**config.mk**
```make
export PLATFORM = sky130hd
export DESIGN_NAME = alu_op_decode_stage
export DESIGN_NICKNAME = d
export VERILOG_FILES = /design/src/rtl/alu_op_decode_stage.sv
export SDC_FILE = /design/constraint.sdc
export NUM_CORES = 1
export LEC_CHECK = 0
export BUFFER_PORTS_ARGS = -buffer_cell sky130_fd_sc_hd__buf_2
export CORE_ASPECT_RATIO = 1.2
export CORE_UTILIZATION = 50
export DETAILED_ROUTE_END_ITERATION = 8
export PLACE_DENSITY = 0.79
export SYNTH_ARGS = -nofsm -noshare
export SYNTH_HDL_FRONTEND = slang
export SYNTH_SLANG_ARGS = --single-unit
```
**constraint.sdc**
```tcl
create_clock -name clk -period 2.1 [get_ports clk]
set_input_delay 0.42 -clock clk [delete_from_list [all_inputs] [get_ports clk]]
set_output_delay 0.42 -clock clk [all_outputs]
set_load 0.1 [all_outputs]
```
**src/rtl/alu_op_decode_stage.sv**
```systemverilog
// ID/EX decode stage: RV32I instruction -> ALU op, immediate and control.
// One-cycle latency, stall/flush support, saturating illegal-op counter.
module alu_op_decode_stage #(
  parameter int CNT_W = 8
) (
  input  logic             clk,
  input  logic             rst_n,
  input  logic [31:0]      instr,
  input  logic             instr_valid,
  input  logic             stall,
  input  logic             flush,
  output logic [3:0]       alu_op,
  output logic             use_imm,
  output logic [31:0]      imm,
  output logic [4:0]       rs1,
  output logic [4:0]       rs2,
  output logic [4:0]       rd,
  output logic             reg_write,
  output logic             is_branch,
  output logic             br_inv,
  output logic             illegal,
  output logic             out_valid,
  output logic [CNT_W-1:0] illegal_cnt
);

  typedef struct packed {
    logic [3:0]  alu_op;
    logic        use_imm;
    logic [31:0] imm;
    logic [4:0]  rs1;
    logic [4:0]  rs2;
    logic [4:0]  rd;
    logic        reg_write;
    logic        is_branch;
    logic        br_inv;
    logic        illegal;
    logic        out_valid;
  } dec_t;

  dec_t d;
  dec_t q;
  logic [CNT_W-1:0] cnt;

  logic [6:0]  opc;
  logic [2:0]  f3;
  logic [6:0]  f7;
  logic        rd_nz;
  logic        is_op;
  logic        is_opi;
  logic        is_lui;
  logic        is_ld;
  logic        is_st;
  logic        is_br;
  logic [31:0] imm_i;
  logic [31:0] imm_s;
  logic [31:0] imm_b;
  logic [31:0] imm_u;
  logic [31:0] imm_sh;

  assign opc    = instr[6:0];
  assign f3     = instr[14:12];
  assign f7     = instr[31:25];
  assign rd_nz  = instr[11:7] != 5'd0;

  assign is_op  = opc == 7'b0110011;
  assign is_opi = opc == 7'b0010011;
  assign is_lui = opc == 7'b0110111;
  assign is_ld  = opc == 7'b0000011;
  assign is_st  = opc == 7'b0100011;
  assign is_br  = opc == 7'b1100011;

  assign imm_i  = {{20{instr[31]}}, instr[31:20]};
  assign imm_s  = {{20{instr[31]}}, instr[31:25], instr[11:7]};
  assign imm_b  = {{19{instr[31]}}, instr[31], instr[7],
                   instr[30:25], instr[11:8], 1'b0};
  assign imm_u  = {instr[31:12], 12'b0};
  assign imm_sh = {27'b0, instr[24:20]};

  always_comb begin
    d           = '0;
    d.rs1       = instr[19:15];
    d.rs2       = instr[24:20];
    d.rd        = instr[11:7];
    d.out_valid = 1'b1;
    unique case (1'b1)
      is_op: begin
        if (f7 == 7'h00 ||
            (f7 == 7'h20 && (f3 == 3'b000 || f3 == 3'b101))) begin
          d.alu_op    = {f7[5], f3};
          d.reg_write = rd_nz;
        end else begin
          d.illegal = 1'b1;
        end
      end
      is_opi: begin
        if ((f3 == 3'b001 && f7 != 7'h00) ||
            (f3 == 3'b101 && f7 != 7'h00 && f7 != 7'h20)) begin
          d.illegal = 1'b1;
        end else begin
          d.alu_op    = (f3 == 3'b101) ? {f7[5], f3} : {1'b0, f3};
          d.imm       = (f3[1:0] == 2'b01) ? imm_sh : imm_i;
          d.use_imm   = 1'b1;
          d.reg_write = rd_nz;
        end
      end
      is_lui: begin
        d.alu_op    = 4'b1111;
        d.imm       = imm_u;
        d.use_imm   = 1'b1;
        d.reg_write = rd_nz;
      end
      is_ld: begin
        d.imm       = imm_i;
        d.use_imm   = 1'b1;
        d.reg_write = rd_nz;
      end
      is_st: begin
        d.imm     = imm_s;
        d.use_imm = 1'b1;
      end
      is_br: begin
        if (f3[2:1] == 2'b01) begin
          d.illegal = 1'b1;
        end else begin
          // f3[0] selects the inverted sense (bne/bge/bgeu)
          d.alu_op    = f3[2] ? {3'b001, f3[1]} : 4'b1001;
          d.br_inv    = f3[0];
          d.is_branch = 1'b1;
          d.imm       = imm_b;
        end
      end
      default: d.illegal = 1'b1;
    endcase
  end

  always_ff @(posedge clk or negedge rst_n) begin
    if (!rst_n) begin
      q   <= '0;
      cnt <= '0;
    end else if (flush || (!stall && !instr_valid)) begin
      q <= '0;
    end else if (!stall) begin
      q <= d;
      if (d.illegal && cnt != '1) cnt <= cnt + CNT_W'(1);
    end
  end

  assign alu_op      = q.alu_op;
  assign use_imm     = q.use_imm;
  assign imm         = q.imm;
  assign rs1         = q.rs1;
  assign rs2         = q.rs2;
  assign rd          = q.rd;
  assign reg_write   = q.reg_write;
  assign is_branch   = q.is_branch;
  assign br_inv      = q.br_inv;
  assign illegal     = q.illegal;
  assign out_valid   = q.out_valid;
  assign illegal_cnt = cnt;

endmodule

```
==> results.sh <==
export IMPL_synth_ff_type="dfrtp_1"
export IMPL_status="finished clean"
export IMPL_mappedNetlistArea_um2=3100
export IMPL_clk_pin_slew_ps=70
export IMPL_p_total_uw=3360
export IMPL_finalHoldViolCount=0
export IMPL_drv_cap=0
export IMPL_synth_nets=333
export IMPL_synth_top_area_share_pct=52.4
export IMPL_worstPathRequired_ps=2310
export IMPL_wl_per_cell_um=16.6
export IMPL_synth_compound_area_share_pct=25.8
export IMPL_power_leakage_uw=0.00211
export IMPL_drive_gt1_share_pct=41.0
export IMPL_core_rowCount=31
export IMPL_cts_resized=0
export IMPL_gp_congestion=0.922
export IMPL_dr_pass1_iters=4
export IMPL_muxShareOfSynthArea_pct=1.09
export IMPL_grt_max_degree=66
export IMPL_clk_path_buf_depth=2
export IMPL_area_delta_synth_final_pct=34.1
export IMPL_io_pin_count=102
export IMPL_cts_sinks=65
export IMPL_synthAdderAreaFrac_pct=1.21
export IMPL_finalMaxSlewViolations=0
export IMPL_yosysTopAreaCell="dfrtp_1"
export IMPL_ant_nets=0
export IMPL_fmax_mhz=508
export IMPL_antenna_found_initial=0
export IMPL_holdBufCountCts=0
export IMPL_finClkSkew_ps=4.24
export IMPL_dr_first_iter_drc_count=213
export IMPL_nets=455
export IMPL_detail_route_vias_per_cell=5.71
export IMPL_async_reset_ff_share_pct=100
export IMPL_coreArea_um2=6010
export IMPL_ys_types=57
export IMPL_postSynthAreaPerCell_um2=10.6
export IMPL_cts_inserted_buffers=9
export IMPL_yosys_warnings=0
export IMPL_post_place_ws_ps=-239
export IMPL_synth_top_family_by_area="compound AO/OA/AOI/OAI gates"
export IMPL_netlist_instances=293
export IMPL_postCtsSetupBuffers=0
export IMPL_drc=0
export IMPL_setup_violations=0
export IMPL_insertion_delay_ps=350
export IMPL_maxSlewHeadroom_pct=66.8
export IMPL_drt_wl_total_mm=8.34
export IMPL_yosys_area_share_simple_pct=14.7
export IMPL_start_util_pct=51.6
export IMPL_synth_seq_area_share_pct=52.4
export IMPL_grt_pass1_vias=2823
export IMPL_dieArea_um2=6530
export IMPL_crit_type="input pin to register"
export IMPL_period_share_pct=93.8
export IMPL_worst_pin_slew_ps=493
export IMPL_diodes=0
export IMPL_worst_hold_path_type="input pin to async pin"
export IMPL_synthXorXnorAreaFrac_pct=1.69
export IMPL_synth_edf_count=0
export IMPL_ctsHtreeMaxLevel=3
export IMPL_end_kind="register"
export IMPL_dpl_cell_count=486
export IMPL_ys_ff_latch=65
export IMPL_fin_crit_ps=1970
export IMPL_grt_pass1_wl_mm=13.6
export IMPL_whs_ps=74.8
export IMPL_num_vias=2864
export IMPL_cts_root_buffer="clkbuf_8"
export IMPL_die_h_um=88.3
export IMPL_startpoint_type="input pin"
export IMPL_fin_cells=502
export IMPL_cp_max_fo=6
export IMPL_die_w_um=73.9
export IMPL_dpl_hpwl_mm=6.04
export IMPL_finalSetupTns_ps=0
export IMPL_arrival_ps=2180
export IMPL_io_buffers=101
export IMPL_yosys_top_cells_area="dfrtp_1 52%, a22o_1 6.8%, o21ai_0 4.4%"
export IMPL_grtUsageTotal_pct=27.8
export IMPL_p_per_area_nw_per_um2=807
export IMPL_ir_worst_vdd_mv=0.410
export IMPL_fin_ws_ps=131
export IMPL_tritoncts="done"
export IMPL_rsz0062_at_grt="no"
export IMPL_overflow=0
-- flip-flops by register name (all words and copies together), names as in the netlist --
name,flops
alu_op,4
br_inv,1
illegal,1
illegal_cnt,8
imm,32
is_branch,1
out_valid,1
rd,5
reg_write,1
rs1,5
rs2,5
use_imm,1
-- through the flow --
stage	utilization (%)	cell area [um2]
2_1_floorplan	-	3140
3_3_place_gp	65.5	3940
3_5_place_dp	65.5	3940
4_1_cts	69.2	4160
5_1_grt	69.2	4160
6_report	69.2	4160
-- cell usage in the layout, fill, tap and decap left out, drive strengths merged, types with 5 or more instances in the layout --
cell,count
xor2,5
dfrtp,65
nand2b,5
a22o,25
a221o,7
a21oi,27
nand2,32
nor2,10
clkbuf,10
o21ai,28
inv,5
nand3,5
and2,6
buf,130
-- final timing paths --
path	from	to	slack, ps	depth (start not counted)
setup / recovery	instr[25]	illegal_cnt[4]	130	7
setup reg to reg	illegal_cnt[0]	illegal_cnt[1]	190	6
max in group asynchronous	rst_n	illegal_cnt[1]	1730	2
min in group clk	instr[19]	rs1[4]	300	2
hold reg to reg	imm[29]	imm[29]	480	2
hold / removal	rst_n	out_valid	70	2
-- power breakdown --
part	internal, uW	leakage, uW	switching (uW)
combinational	160	0.00111	591
clock	705	0.000113	522
sequential	1320	0.000887	60.3
total	2190	0.00211	1170
-- area by class of cell --
class | instances | area [um2]
inverter | 4 | 15.0
fill | 466 | 1850
multi-input combinational | 205 | 1410
clock inverter | 6 | 90.1
timing repair buffer | 130 | 773
tap | 82 | 103
clock buffer | 10 | 138
sequential | 65 | 1640
-- cells in the mapped netlist, drive strengths merged (2+ instances only) --
| cell | count |
|---|---|
| nand3b | 3 |
| nand2b | 5 |
| and4b | 2 |
| a32o | 2 |
| xor2 | 5 |
| or4 | 2 |
| and2 | 6 |
| and3 | 2 |
| o21ai | 28 |
| or3 | 2 |
| nor3 | 2 |
| a21oi | 27 |
| a221o | 7 |
| a22o | 25 |
| nor2b | 4 |
| mux2 | 3 |
| a211oi | 4 |
| dfrtp | 65 |
| a2111oi | 2 |
| nand4 | 2 |
| and3b | 2 |
| ha | 3 |
| nand3 | 5 |
| nand2 | 32 |
| o2bb2ai | 2 |
| nor2 | 10 |
| clkbuf | 14 |
| buf | 5 |
| inv | 4 |
-- critical path, stage by stage --
cell,delay (ps)
buf_2,110
or4_4,540
o41ai_2,400
o221a_4,320
buf_4,140
a211oi_1,80
xor2_1,180
-- per-layer routing --
metal  vias up  track usage (%)  wire length, um
met3        17             7.06              483
li1       1326                -                -
met4         0             12.1              173
met1      1419             33.5             3370
met5         -                0                0
met2       102             46.8             4320
-- kinds of logic (layout without fill, tap and decap cells) --
family                     count (synthesis)  count (layout)
DFF                                       65              65
AOI/OAI and AO/OA                        110             110
adders and majority gates                  3               3
buffers and inverters                     23             150
xor gates and xnor gates                   6               6
muxes                                      3               3
and+or+nand+nor                           83              83
Power figures use the tool's default switching activity.
